===== src/rtl/wdm_ring_lock_ctrl_pkg.sv =====
// wdm_pkg: shared FSM encoding, channel limit and sweep step helper for wdm_ring_lock_ctrl.
// No ports; imported by the controller, its peak tracker and the bench.
package wdm_pkg;
  localparam int WDM_MAX_CH = 16;
  typedef enum logic [2:0] {IDLE, SETTLE, SAMPLE, COMMIT, DONE} lock_state_e;
  function automatic int wdm_sweep_steps(input int code_max, input int step);
    return code_max / step + 1;
  endfunction
endpackage


===== src/rtl/wdm_ring_lock_ctrl_if.sv =====
// wdm_ring_lock_ctrl_if: command, photodetector and lock-result bundle of the lock controller.
// master: host/ADC side (drives start_i, abort_i, pd_pwr_i); slave: the controller (drives all *_o).
interface wdm_ring_lock_ctrl_if #(
  parameter int NUM_CH = 4,
  parameter int CODE_W = 8,
  parameter int PWR_W  = 10
);
  localparam int CH_W = NUM_CH > 1 ? $clog2(NUM_CH) : 1;
  logic                     start_i;
  logic                     abort_i;
  logic [PWR_W-1:0]         pd_pwr_i;
  logic [CH_W-1:0]          tune_ch_o;
  logic [CODE_W-1:0]        tune_code_o;
  logic [NUM_CH*CODE_W-1:0] lock_code_o;
  logic [NUM_CH*PWR_W-1:0]  peak_pwr_o;
  logic [NUM_CH-1:0]        lock_valid_o;
  logic                     busy_o;
  logic                     done_o;
  modport master (output start_i, abort_i, pd_pwr_i,
                  input tune_ch_o, tune_code_o, lock_code_o, peak_pwr_o, lock_valid_o, busy_o, done_o);
  modport slave (input start_i, abort_i, pd_pwr_i,
                 output tune_ch_o, tune_code_o, lock_code_o, peak_pwr_o, lock_valid_o, busy_o, done_o);
endinterface


===== src/rtl/wdm_ring_lock_ctrl_peak_tracker.sv =====
// wdm_peak_tracker: running peak power/code for the channel being swept.
// Ports: clk, rst; clr restarts the search; en marks a sample cycle, last the final sample of a step;
// code/pwr are the current step; best_code/best_pwr the peak so far (strict greater, ties keep lower code).
// WDM_LOCK_AVG_EN: sums the 4 samples of a step and reports the peak sum divided by 4.
module wdm_peak_tracker #(
  parameter int CODE_W = 8,
  parameter int PWR_W  = 10
) (
  input  logic              clk,
  input  logic              rst,
  input  logic              clr,
  input  logic              en,
  input  logic              last,
  input  logic [CODE_W-1:0] code,
  input  logic [PWR_W-1:0]  pwr,
  output logic [CODE_W-1:0] best_code,
  output logic [PWR_W-1:0]  best_pwr
);
`ifdef WDM_LOCK_AVG_EN
  localparam int SW = PWR_W + 2;
  logic [SW-1:0] acc, sum, best;
  assign sum = acc + SW'(pwr);
  assign best_pwr = best[SW-1:2];
  always_ff @(posedge clk)
    acc <= (rst || clr || (en && last)) ? '0 : en ? sum : acc;
`else
  localparam int SW = PWR_W;
  logic [SW-1:0] sum, best;
  assign sum = pwr;
  assign best_pwr = best;
`endif
  always_ff @(posedge clk)
    if (rst || clr) begin
      best      <= '0;
      best_code <= '0;
    end else if (en && last && sum > best) begin
      best      <= sum;
      best_code <= code;
    end
endmodule


===== src/rtl/wdm_ring_lock_ctrl.sv =====
// wdm_ring_lock_ctrl: sequential per-channel ring sweep that locks each ring at its peak drop power.
// Ports: clk, rst (sync, active high); bus (slave): start_i/abort_i commands, pd_pwr_i ADC input,
// tune_ch_o/tune_code_o tuner drive, lock_code_o/peak_pwr_o/lock_valid_o results, busy_o, done_o.
// WDM_LOCK_AVG_EN: each sample step lasts 4 cycles and compares the averaged power.
module wdm_ring_lock_ctrl #(
  parameter int NUM_CH        = 4,
  parameter int CODE_W        = 8,
  parameter int PWR_W         = 10,
  parameter int CODE_MAX      = 255,
  parameter int STEP          = 16,
  parameter int SETTLE_CYCLES = 4
) (
  input logic clk,
  input logic rst,
  wdm_ring_lock_ctrl_if.slave bus
);
  import wdm_pkg::*;
  localparam int CH_W = NUM_CH > 1 ? $clog2(NUM_CH) : 1;
`ifdef WDM_LOCK_AVG_EN
  localparam int SAMP = 4;
`else
  localparam int SAMP = 1;
`endif
  localparam int CNT_W = $clog2((SETTLE_CYCLES > SAMP ? SETTLE_CYCLES : SAMP) + 1);
  lock_state_e              state, nxt;
  logic [CH_W-1:0]          ch;
  logic [CODE_W-1:0]        code, best_code;
  logic [PWR_W-1:0]         best_pwr;
  logic [CNT_W-1:0]         cnt;
  logic [CODE_W:0]          code_nx;
  logic                     go, commit;
  logic [NUM_CH*CODE_W-1:0] lock_code;
  logic [NUM_CH*PWR_W-1:0]  peak_pwr;
  logic [NUM_CH-1:0]        lock_valid;
  assign go      = state == IDLE && bus.start_i;
  assign commit  = state == COMMIT && !bus.abort_i;
  // one extra bit so a step past CODE_MAX is seen instead of wrapping to a low code
  assign code_nx = {1'b0, code} + (CODE_W+1)'(STEP);
  always_ff @(posedge clk)
    state <= rst ? IDLE : nxt;
  always_comb begin
    nxt = state;
    case (state)
      IDLE:    nxt = bus.start_i ? SETTLE : IDLE;
      SETTLE:  nxt = cnt == '0 ? SAMPLE : SETTLE;
      SAMPLE:  nxt = cnt != '0 ? SAMPLE : code_nx <= (CODE_W+1)'(CODE_MAX) ? SETTLE : COMMIT;
      COMMIT:  nxt = ch == CH_W'(NUM_CH-1) ? DONE : SETTLE;
      default: nxt = IDLE;
    endcase
    if (bus.abort_i && state != IDLE) nxt = IDLE;
    bus.busy_o      = state != IDLE;
    bus.done_o      = state == DONE;
    bus.tune_ch_o   = (state == IDLE || state == DONE) ? '0 : ch;
    bus.tune_code_o = (state == IDLE || state == DONE) ? '0 : code;
  end
  // cnt reloads on entry to SETTLE / SAMPLE and counts down to 0, the last cycle of each
  always_ff @(posedge clk)
    if (rst) begin
      cnt  <= '0;
      ch   <= '0;
      code <= '0;
    end else begin
      cnt  <= (nxt == SETTLE && state != SETTLE) ? CNT_W'(SETTLE_CYCLES-1) :
              (nxt == SAMPLE && state != SAMPLE) ? CNT_W'(SAMP-1) : cnt - 1'b1;
      ch   <= go ? '0 : (state == COMMIT && nxt == SETTLE) ? ch + 1'b1 : ch;
      code <= (go || state == COMMIT) ? '0 : (state == SAMPLE && nxt == SETTLE) ? code_nx[CODE_W-1:0] : code;
    end
  always_ff @(posedge clk)
    if (rst) begin
      lock_code  <= '0;
      peak_pwr   <= '0;
      lock_valid <= '0;
    end else if (go) begin
      lock_valid <= '0;
    end else if (commit) begin
      lock_code[ch*CODE_W +: CODE_W] <= best_code;
      peak_pwr[ch*PWR_W +: PWR_W]    <= best_pwr;
      lock_valid[ch]                 <= 1'b1;
    end
  assign bus.lock_code_o  = lock_code;
  assign bus.peak_pwr_o   = peak_pwr;
  assign bus.lock_valid_o = lock_valid;
  wdm_peak_tracker #(.CODE_W(CODE_W), .PWR_W(PWR_W)) u_peak (
    .clk(clk), .rst(rst), .clr(go || state == COMMIT), .en(state == SAMPLE), .last(cnt == '0),
    .code(code), .pwr(bus.pd_pwr_i), .best_code(best_code), .best_pwr(best_pwr)
  );
endmodule


===== src/flat_wrapper.sv =====
// flat-port wrapper written by rule: the top's interface ports become plain ports
module wdm_ring_lock_ctrl_flat import wdm_pkg::*;
#(
  parameter int NUM_CH        = 4,
  parameter int CODE_W        = 8,
  parameter int PWR_W         = 10,
  parameter int CODE_MAX      = 255,
  parameter int STEP          = 16,
  parameter int SETTLE_CYCLES = 4
)
  (clk, rst, bus_start_i, bus_abort_i, bus_pd_pwr_i, bus_tune_ch_o, bus_tune_code_o, bus_lock_code_o, bus_peak_pwr_o, bus_lock_valid_o, bus_busy_o, bus_done_o);
  wdm_ring_lock_ctrl_if #(.NUM_CH(NUM_CH), .CODE_W(CODE_W), .PWR_W(PWR_W)) bus_i ();
  input logic clk;
  input logic rst;
  input wire logic [$bits(bus_i.start_i)-1:0] bus_start_i;
  input wire logic [$bits(bus_i.abort_i)-1:0] bus_abort_i;
  input wire logic [$bits(bus_i.pd_pwr_i)-1:0] bus_pd_pwr_i;
  output wire logic [$bits(bus_i.tune_ch_o)-1:0] bus_tune_ch_o;
  output wire logic [$bits(bus_i.tune_code_o)-1:0] bus_tune_code_o;
  output wire logic [$bits(bus_i.lock_code_o)-1:0] bus_lock_code_o;
  output wire logic [$bits(bus_i.peak_pwr_o)-1:0] bus_peak_pwr_o;
  output wire logic [$bits(bus_i.lock_valid_o)-1:0] bus_lock_valid_o;
  output wire logic [$bits(bus_i.busy_o)-1:0] bus_busy_o;
  output wire logic [$bits(bus_i.done_o)-1:0] bus_done_o;
  assign bus_i.start_i = bus_start_i;
  assign bus_i.abort_i = bus_abort_i;
  assign bus_i.pd_pwr_i = bus_pd_pwr_i;
  assign bus_tune_ch_o = bus_i.tune_ch_o;
  assign bus_tune_code_o = bus_i.tune_code_o;
  assign bus_lock_code_o = bus_i.lock_code_o;
  assign bus_peak_pwr_o = bus_i.peak_pwr_o;
  assign bus_lock_valid_o = bus_i.lock_valid_o;
  assign bus_busy_o = bus_i.busy_o;
  assign bus_done_o = bus_i.done_o;
  wdm_ring_lock_ctrl #(.NUM_CH(NUM_CH), .CODE_W(CODE_W), .PWR_W(PWR_W), .CODE_MAX(CODE_MAX), .STEP(STEP), .SETTLE_CYCLES(SETTLE_CYCLES)) u_core (.clk(clk), .rst(rst), .bus(bus_i));
endmodule

===== config.mk =====
export PLATFORM = sky130hd
export DESIGN_NAME = wdm_ring_lock_ctrl_flat
export DESIGN_NICKNAME = d
export VERILOG_FILES = /design/src/rtl/wdm_ring_lock_ctrl_pkg.sv /design/src/rtl/wdm_ring_lock_ctrl_if.sv /design/src/rtl/wdm_ring_lock_ctrl_peak_tracker.sv /design/src/rtl/wdm_ring_lock_ctrl.sv /design/src/flat_wrapper.sv
export SDC_FILE = /design/constraint.sdc
export NUM_CORES = 1
export LEC_CHECK = 0
export CELL_PAD_IN_SITES_DETAIL_PLACEMENT = 0
export CELL_PAD_IN_SITES_GLOBAL_PLACEMENT = 1
export CORE_MARGIN = 2
export CORE_UTILIZATION = 37
export DETAILED_ROUTE_END_ITERATION = 8
export GPL_TIMING_DRIVEN = 0
export PLACE_DENSITY_LB_ADDON = 0.1
export SLEW_MARGIN = 20
export SYNTH_ARGS = -nofsm -noshare
export SYNTH_HDL_FRONTEND = slang
export SYNTH_SLANG_ARGS = --single-unit

===== constraint.sdc =====
create_clock -name clk -period 3.2 [get_ports clk]
set_clock_uncertainty 0.15 [all_clocks]
set_input_delay 0.64 -clock clk [delete_from_list [all_inputs] [get_ports clk]]
set_output_delay 0.64 -clock clk [all_outputs]
set_load 0.02 [all_outputs]

==> results of run 1 <==
==> kinds of logic after synthesis <==
group | Yosys count
buffers and inverters | 76
muxes | 29
and+or+nand+nor | 222
adders and majority gates | 21
xor gates and xnor gates | 2
other | 1
AOI/OAI and AO/OA | 99
DFF | 86
==> power groups by stage <==
stage          clock network, mW  logic [mW]  registers (mW)
3_3_place_gp                   0       0.408            1.14
4_1_cts                     1.24       0.421            1.12
6_report                    1.22       0.424            1.12
3_5_place_dp                   0       0.419            1.14
2_1_floorplan                  0       0.298            1.14
5_1_grt                     1.29       0.472            1.12
==> metrics by stage <==
stage,setup slack [ns],utilization (%),instances
floorplan,0.4491,-,555
global placement,-0.1199,46.45,783
finish,0.1505,49.65,798
global route,0.002593,49.65,798
detailed placement,-0.2054,46.45,783
CTS,0.01251,49.51,798
==> sequential cells by signal (all words and copies together), names as in the netlist <==
register / cells
u_core.bus.peak_pwr_o: 40
u_core.code: 4
u_core.state: 3
u_core.u_peak.best_pwr: 10
u_core.bus.lock_valid_o: 4
u_core.bus.lock_code_o: 16
u_core.cnt: 3
u_core.u_peak.best_code: 4
u_core.ch: 2
==> worst register-to-register path, stage by stage, from the launching register on <==
cell	delay [ns]
dfxtp_1	0.43
clkbuf_4	0.28
clkbuf_4	0.26
inv_1	0.15
ha_2	0.46
buf_4	0.23
mux4_2	0.40
a32oi_1	0.27
nor4_1	0.10
a21oi_1	0.14
nor2_1	0.05
==> layer usage <==
metal / vias to the layer above / routed length, µm / track usage (%)
li1: 2040 / - / -
met1: 1898 / 6424 / 28.91
met2: 122 / 5632 / 31.70
met3: 20 / 637 / 4.251
met4: 0 / 242 / 5.203
met5: - / 0 / 0
==> layout make-up <==
| cell class | instances | area [µm²] |
|---|---|---|
| buffer | 56 | 314.1 |
| clock buffer | 11 | 252.7 |
| clock inverter | 5 | 105.1 |
| fill | 1199 | 5972 |
| inverter | 19 | 71.32 |
| multi-input combinational | 393 | 2430 |
| sequential | 86 | 1722 |
| tap | 147 | 183.9 |
| timing repair buffer | 81 | 810.8 |
==> how the worst max path moves through the flow <==
stage,from,to,depth (start not counted)
finish,u_core.ch[0],u_core.bus.peak_pwr_o[33],10
detailed placement,u_core.ch[0],u_core.bus.peak_pwr_o[15],10
global route,u_core.ch[0],u_core.bus.peak_pwr_o[17],10
global placement,u_core.ch[0],u_core.bus.peak_pwr_o[14],10
floorplan,u_core.ch[0],u_core.bus.peak_pwr_o[33],11
CTS,u_core.ch[0],u_core.bus.peak_pwr_o[33],10
==> repair_timing <==
action,in CTS,in global routing
setup buffers,0,0
resized for setup,3,5
endpoints found under the hold margin,0,0
setup endpoints to repair,17,28
cloned,0,0
pin swaps,0,0
==> layout by cell type, fill, tap and decap left out, types with 3 or more instances in the layout <==
| cell type | count |
|---|---|
| a211oi_1 | 9 |
| a21oi_1 | 43 |
| a221oi_1 | 4 |
| a22oi_1 | 10 |
| a32oi_1 | 8 |
| and2_1 | 12 |
| buf_2 | 5 |
| buf_4 | 22 |
| bufinv_16 | 3 |
| clkbuf_1 | 26 |
| clkbuf_16 | 9 |
| clkdlybuf4s50_1 | 81 |
| conb_1 | 20 |
| dfxtp_1 | 86 |
| ha_1 | 20 |
| inv_1 | 19 |
| mux2i_1 | 23 |
| mux4_2 | 4 |
| nand2_1 | 77 |
| nand2b_1 | 4 |
| nand3_1 | 30 |
| nand3b_1 | 4 |
| nand4_1 | 3 |
| nor2_1 | 52 |
| nor2b_1 | 9 |
| nor3_1 | 12 |
| nor4_1 | 4 |
| o21ai_0 | 6 |
| or3_1 | 3 |
==> impl_metrics.py, run 1 <==
metrics = {
    "status": {
        "status": "complete, no violations",
    },
    "power_and_ir_drop": {
        "p_clk_share_pct": 44.3,
        "vdd_drop_max_v": 0.0001827,
        "p_int_mw": 2.067,
        "power_mw": 2.763,
        "p_sw_uw": 696.0,
        "p_per_area_nw_per_um2": 469.2,
        "p_leak_nw": 2.198,
        "pwr-share-seq_pct": 40.4,
        "pwr-share-comb_pct": 15.4,
        "power.share.switching_pct": 25.19,
    },
    "clocking": {
        "cts_hold_buf": 0,
        "clock-sinks": 86,
        "numCtsBuffers": 9,
        "clkLatencyLatePin_ns": 0.33,
        "htree_levels": 3,
        "clockBufferDepth": 2,
        "cts-root-buf": "clkbuf_16",
        "clk_pin_slew_ns": 0.06,
        "cts_tree": "done",
    },
    "critical_path": {
        "cp_top_family": "buffers and inverters",
        "cp-end-kind": "flop",
        "rr_endpoint": "u_core.bus.peak_pwr_o[33]",
        "required_ns": 3.26,
        "crit_buf_inv": 4,
        "r2r_slack_ns": 0.15,
        "crit_path_frequent_cell": "clkbuf_4",
        "cp_data_arrival_time_ns": 3.11,
        "cp_cell_sequence": "clkbuf_4 > clkbuf_4 > inv_1 > ha_2 > buf_4 > mux4_2 > a32oi_1 > nor4_1 > a21oi_1 > nor2_1",
        "r2r_start": "u_core.ch[0]",
        "r2r_cells": 10,
        "slowest_stage": "ha_2",
        "cp_max_fo": 10,
        "cp-start-kind": "flop",
        "path_class": "flop to flop",
        "max_stage_delay_ns": 0.46,
    },
    "final_layout": {
        "diodes": 0,
        "syn2layout_area_growth_pct": 32.55,
        "fin_nets": 681,
        "stdcell_area_um2": 5889,
        "layout-drive-gt1-share_pct": 9.831,
    },
    "placed_design": {
        "place_congestion": 0.8744,
        "placed_area_um2": 5509,
        "dpl.hpwl_um": 9885,
        "numPortBuffers": 81,
    },
    "sta": {
        "finalSetupTns_ns": 0,
        "timing.final.crit_share_pct": 95.30,
        "relSlewSlack_pct": 47.05,
        "timing.hold.ws_ns": 0.3013,
        "finalHoldViolCount": 0,
        "min_period_ns": 3.049,
        "worst_pin_slew_ns": 0.7857,
        "fmax_ghz": 0.3279,
        "rsz0062_at_grt": "false",
        "setup_violations": 0,
        "slew_viol_final": 0,
    },
    "synth": {
        "ys_types": 50,
        "synthAdderAreaFrac_pct": 5.914,
        "synth_common_cells": "86 x dfxtp_1, 77 x nand2_1, 53 x nor2_1, 43 x a21oi_1, 30 x nand3_1",
        "synth-xor-area-share_pct": 0.3943,
        "yosysWarnings": 0,
        "yosys_register_bits": 86,
        "netlist.area_leader.share_pct": 38.75,
        "async_reset_ff_share_pct": 0,
        "syn_inst": 536,
        "synth_top_family_by_area": "simple AND/OR/NAND/NOR gates",
        "synth_simple_gate_area_share_pct": 23.37,
        "synth.most_common_cell": "dfxtp_1",
        "synth_area_leaders": "dfxtp_1 39%, nand2_1 6.5%, ha_1 5.9%, mux2i_1 5.2%, a21oi_1 4.8%",
        "synth_enable_flop_cells": 0,
        "synth_top_area_cell": "dfxtp_1",
        "synth_compound_area_share_pct": 15.18,
        "muxShareOfSynthArea_pct": 7.716,
        "synthFlopType": "dfxtp_1",
        "synth.yosys.seq_area_share_pct": 38.75,
        "syn_avg_cell_area_um2": 8.289,
        "synth.cell_area_um2": 4443,
    },
    "global_route": {
        "grt_start_max_net_pins": 15,
        "grt_pass1_vias": 3857,
        "grt_util_all_layers_pct": 20.36,
        "antenna_found_initial": 0,
        "grt_pass1_wl_um": 20460,
        "gr-total-overflow": 0,
    },
    "floorplanning": {
        "ioPinCount": 102,
        "fp.dieH_um": 113.6,
        "rows": 40,
        "die_w_um": 113.6,
        "fp.dieArea_um2": 12900,
        "start_util_pct": 37.46,
        "core_area_um2": 11860,
    },
    "min_path": {
        "hold_end": "u_core.bus.lock_code_o[4]",
        "worstHoldStart": "u_core.bus.lock_code_o[4]",
        "min_path_cells": 2,
        "hold_path.class": "flop to flop",
    },
    "detailed_routing": {
        "ant_nets": 0,
        "drt_wl_total_um": 12940,
        "vias": 4080,
        "drt-pass1-iter-count": 5,
        "vias_per_cell": 5.113,
        "drt-initial-drc-count": 252,
        "wl_per_cell_um": 16.21,
        "post-route-drc-count": 0,
    },
    "flow_run": {
        "cap_violations": 0,
    },
}
No activity file was read; power rests on OpenSTA's default activity.
==> run 2: changes to the inputs <==
Settings changed: CORE_UTILIZATION 37 to 33.
Clock period 3.2 ns to 2.5 ns, I/O delays scaled along.
==> impl_metrics.py, run 2 (synthesis results as in run 1) <==
metrics = {
    "critical_path": {
        "cp_max_fo": 10,
        "required_ns": 2.55,
        "path_class": "flop to flop",
        "cp_data_arrival_time_ns": 2.48,
        "cp-end-kind": "flop",
        "cp-start-kind": "flop",
    },
    "clocking": {
        "clkLatencyLatePin_ns": 0.34,
        "numCtsBuffers": 9,
        "clockBufferDepth": 2,
        "cts_tree": "done",
        "clock-sinks": 86,
        "clk_pin_slew_ns": 0.06,
        "htree_levels": 3,
        "cts-root-buf": "clkbuf_16",
    },
    "placed_design": {
        "numPortBuffers": 81,
        "place_congestion": 0.8556,
        "dpl.hpwl_um": 10310,
        "placed_area_um2": 5554,
    },
    "floorplanning": {
        "start_util_pct": 33.68,
        "fp.dieArea_um2": 14410,
        "core_area_um2": 13190,
        "ioPinCount": 102,
        "die_w_um": 120.0,
        "rows": 42,
        "fp.dieH_um": 120.0,
    },
    "global_route": {
        "grt_pass1_vias": 3915,
        "grt_pass1_wl_um": 21290,
        "antenna_found_initial": 0,
        "gr-total-overflow": 0,
        "grt_util_all_layers_pct": 18.99,
        "grt_start_max_net_pins": 15,
    },
    "detailed_routing": {
        "ant_nets": 0,
        "post-route-drc-count": 0,
        "vias": 4116,
        "vias_per_cell": 4.935,
        "wl_per_cell_um": 16.14,
        "drt-initial-drc-count": 253,
        "drt_wl_total_um": 13460,
        "drt-pass1-iter-count": 5,
    },
    "sta": {
        "setup_violations": 0,
        "relSlewSlack_pct": 55.52,
        "min_period_ns": 2.421,
        "worst_pin_slew_ns": 0.6611,
        "fmax_ghz": 0.4131,
        "finalHoldViolCount": 0,
        "slew_viol_final": 0,
        "timing.final.crit_share_pct": 96.84,
    },
    "final_layout": {
        "final_core_util_pct": 46.59,
        "syn2layout_area_growth_pct": 38.33,
        "final_common_cell": "dfxtp_1",
        "multi_input_area_um2": 2552,
        "layout-drive-gt1-share_pct": 15.35,
        "largest_reg_flops": 40,
        "final_cell_mix": "85 x dfxtp_1, 77 x nand2_1, 74 x clkdlybuf4s50_1",
        "stdcell_area_um2": 6146,
        "diodes": 0,
        "ff_latch_area_um2": 1725,
        "fin_nets": 689,
        "fillCellCount": 1323,
    },
    "power_and_ir_drop": {
        "vdd_drop_max_v": 0.0002212,
        "p_leak_nw": 2.351,
        "p_per_area_nw_per_um2": 555.0,
    },
    "flow_run": {
        "cap_violations": 0,
    },
    "status": {
        "status": "complete, no violations",
    },
    "min_path": {
        "hold_path.class": "flop to flop",
    },
}
run 2: cell types whose count changed in the layout (fill, tap and decap cells not counted), moves of 3 or more:
cell / previous run / this run
clkdlybuf4s50_1: 81 / 74
a21oi_1: 43 / 40
a21oi_2: 0 / 3
dlygate4sd2_1: 0 / 5
nor2_2: 1 / 4
buf_4: 22 / 31
nor2_1: 52 / 48
clkbuf_1: 26 / 17
clkbuf_2: 0 / 5
run 2: critical path: stages (launching register included):
cell,delay (ns)
dfxtp_4,0.36
buf_8,0.10
buf_12,0.13
clkinvlp_4,0.15
ha_4,0.29
clkbuf_8,0.16
buf_8,0.12
mux4_2,0.34
buf_4,0.17
a32oi_1,0.20
a211oi_1,0.11
run 2: repair_timing:
action                                  in CTS  in global routing
endpoints found under the setup margin      73                 40
buffers inserted                             4                  6
hold buffers                                 0                  0
pin swaps                                    5                  5
cloned                                       0                  1
resized for setup                           40                 18
run 2: worst paths after layout:
kind | startpoint | end | slack, ns | cells past startpoint
worst min-delay path | u_core.bus.lock_code_o[28] | u_core.bus.lock_code_o[28] | 0.30 | 2
worst max-delay path | u_core.ch[0] | u_core.bus.peak_pwr_o[9] | 0.08 | 10
worst max register to register | u_core.ch[0] | u_core.bus.peak_pwr_o[9] | 0.08 | 10
worst min register to register | u_core.bus.lock_code_o[28] | u_core.bus.lock_code_o[28] | 0.30 | 2
run 2: routing by layer:
metal | GRT usage, % | share of wire [%] | up-vias
met5 | 0 | 0 | -
met4 | 7.647 | 1.2 | 0
met3 | 2.899 | 4.5 | 13
met2 | 30.15 | 47 | 106
met1 | 25.78 | 47 | 1938
li1 | - | - | 2059
run 2: layout make-up:
type | count | share of cell area (%)
buffer | 53 | 5.700
clock buffer | 10 | 3.726
clock inverter | 5 | 1.364
inverter | 19 | 1.221
multi-input combinational | 393 | 41.53
sequential | 86 | 28.07
tap | 176 | 3.583
timing repair buffer | 92 | 14.80
run 2: per-stage QoR:
step	hold slack, ns	TNS [ns]	setup slack (ns)	total power [mW]	instances
floorplan	0.2967	0	0.02031	1.837	555
global placement	0.2923	-22.00	-0.5192	1.985	812
detailed placement	0.2967	-22.16	-0.5137	1.998	812
CTS	0.3029	0	0.02681	3.438	828
global route	0.3138	-0.01050	-0.005270	3.555	834
finish	0.3010	0	0.07905	3.411	834
run 2: power by group:
group          switching (mW)  internal, mW  total [mW]
sequential             0.0228          1.40        1.43
clock                   0.547         0.873        1.42
combinational           0.339         0.225       0.564
total                   0.908          2.50        3.41
==> run 3: changes to the inputs <==
Settings changed: RECOVER_POWER set to 25.
==> impl_metrics.py, run 3 (synthesis results as in run 1) <==
metrics = {
    "global_route": {
        "grt_pass1_wl_um": 21290,
        "grt_start_max_net_pins": 15,
        "gr-total-overflow": 0,
        "grt_util_all_layers_pct": 18.99,
        "grt_pass1_vias": 3915,
        "antenna_found_initial": 0,
    },
    "sta": {
        "slew_viol_final": 0,
        "setup_violations": 0,
        "worst_pin_slew_ns": 0.7064,
        "setup_ws_ns": 0.08511,
        "fmax_ghz": 0.4141,
        "timing.final.crit_share_pct": 96.60,
        "finalHoldViolCount": 0,
        "min_period_ns": 2.415,
        "relSlewSlack_pct": 52.47,
    },
    "critical_path": {
        "rr_endpoint": "u_core.bus.peak_pwr_o[7]",
        "required_ns": 1.85,
        "cp_data_arrival_time_ns": 1.76,
        "cp-start-kind": "flop",
        "path_class": "flop to output pin",
        "cp_max_fo": 10,
        "r2r_slack_ns": 0.09,
        "cp-end-kind": "output pin",
        "crit_start": "u_core.state[1]",
        "r2r_cells": 10,
        "crit_end": "bus_busy_o",
        "r2r_start": "u_core.ch[0]",
    },
    "final_layout": {
        "final_cell_mix": "85 x dfxtp_1, 77 x nand2_1, 48 x nor2_1",
        "syn2layout_area_growth_pct": 38.33,
        "diodes": 0,
        "largest_reg_flops": 40,
        "fin_nets": 689,
        "final_common_cell": "dfxtp_1",
        "finalNonFillerCells": 834,
        "layout-drive-gt1-share_pct": 15.35,
        "fillCellCount": 1323,
    },
    "detailed_routing": {
        "wl_per_cell_um": 16.23,
        "post-route-drc-count": 0,
        "drt-pass1-iter-count": 5,
        "vias_per_cell": 4.939,
        "vias": 4119,
        "drt-initial-drc-count": 300,
        "drt_wl_total_um": 13540,
        "ant_nets": 0,
    },
    "floorplanning": {
        "start_util_pct": 33.68,
        "rows": 42,
        "die_w_um": 120.0,
        "ioPinCount": 102,
        "fp.dieArea_um2": 14410,
        "core_area_um2": 13190,
        "fp.dieH_um": 120.0,
    },
    "flow_run": {
        "cap_violations": 0,
    },
    "placed_design": {
        "dp_cells": 812,
        "dp_slack_ns": -0.5137,
        "dpl.hpwl_um": 10310,
        "numPortBuffers": 81,
        "place_congestion": 0.8556,
    },
    "clocking": {
        "htree_levels": 3,
        "clkLatencyLatePin_ns": 0.34,
        "cts-root-buf": "clkbuf_16",
        "clock-sinks": 86,
        "cts_tree": "done",
        "numCtsBuffers": 9,
        "clockBufferDepth": 2,
        "clk_pin_slew_ns": 0.06,
    },
    "power_and_ir_drop": {
        "vdd_drop_max_v": 0.0002234,
        "p_leak_nw": 2.484,
        "p_per_area_nw_per_um2": 556.2,
    },
    "min_path": {
        "hold_path.class": "flop to flop",
    },
    "status": {
        "status": "complete, no violations",
    },
}
==> run 3: repair_timing <==
| action | in CTS | in global routing |
|---|---|---|
| hold buffers | 0 | 0 |
| pin swaps | 5 | 5 |
| gates cloned | 0 | 1 |
| endpoints found under the setup margin | 73 | 40 |
| buffers inserted | 4 | 6 |
| gates resized for setup | 40 | 18 |
==> run 3: layer usage <==
layer	track usage, %	wire (µm)
met2	30.15	6332
met1	25.78	6380
met3	2.899	609
met4	7.647	217
met5	0	0
==> run 3: worst min-delay path by stage <==
| stage | startpoint | end | cells past startpoint |
|---|---|---|---|
| after floorplan | u_core.u_peak.best_code[5] | u_core.u_peak.best_code[5] | 2 |
| after global routing | u_core.bus.peak_pwr_o[21] | u_core.bus.peak_pwr_o[21] | 2 |
| after detailed placement | u_core.bus.lock_code_o[28] | u_core.bus.lock_code_o[28] | 2 |
| final | u_core.bus.lock_code_o[28] | u_core.bus.lock_code_o[28] | 2 |
| after CTS | u_core.bus.lock_code_o[28] | u_core.bus.lock_code_o[28] | 2 |
| after global placement | u_core.bus.lock_code_o[12] | u_core.bus.lock_code_o[12] | 2 |
==> run 3: worst max-delay path, cell delays in order (launching register included) <==
cell             delay (ns)
dfxtp_1                0.34
clkbuf_2               0.19
or3_1                  0.34
clkdlybuf4s50_1        0.55
==> run 3: area by class of cell <==
cell class	instances	area (µm²)	area share (%)
buffer	53	350.3	5.700
clock buffer	10	229.0	3.726
clock inverter	5	83.83	1.364
inverter	19	75.07	1.221
multi-input combinational	393	2552	41.53
sequential	86	1725	28.07
tap	176	220.2	3.583
timing repair buffer	92	909.6	14.80
==> run 3: power by group <==
part / switching [mW] / total (mW) / internal [mW]
combinational: 0.340 / 0.564 / 0.225
clock: 0.553 / 1.43 / 0.873
sequential: 0.0228 / 1.43 / 1.40
==> run 3: per-stage QoR <==
stage	instance area, µm²	util (%)	setup TNS [ns]	hold slack, ns	power (mW)
floorplan	4523	-	0	0.2967	1.837
global placement	5554	42.11	-22.00	0.2923	1.985
detailed placement	5554	42.11	-22.16	0.2967	1.998
CTS	6027	45.69	0	0.3029	3.438
global route	6146	46.59	-0.01050	0.3106	3.554
finish	6146	46.59	0	0.2984	3.418
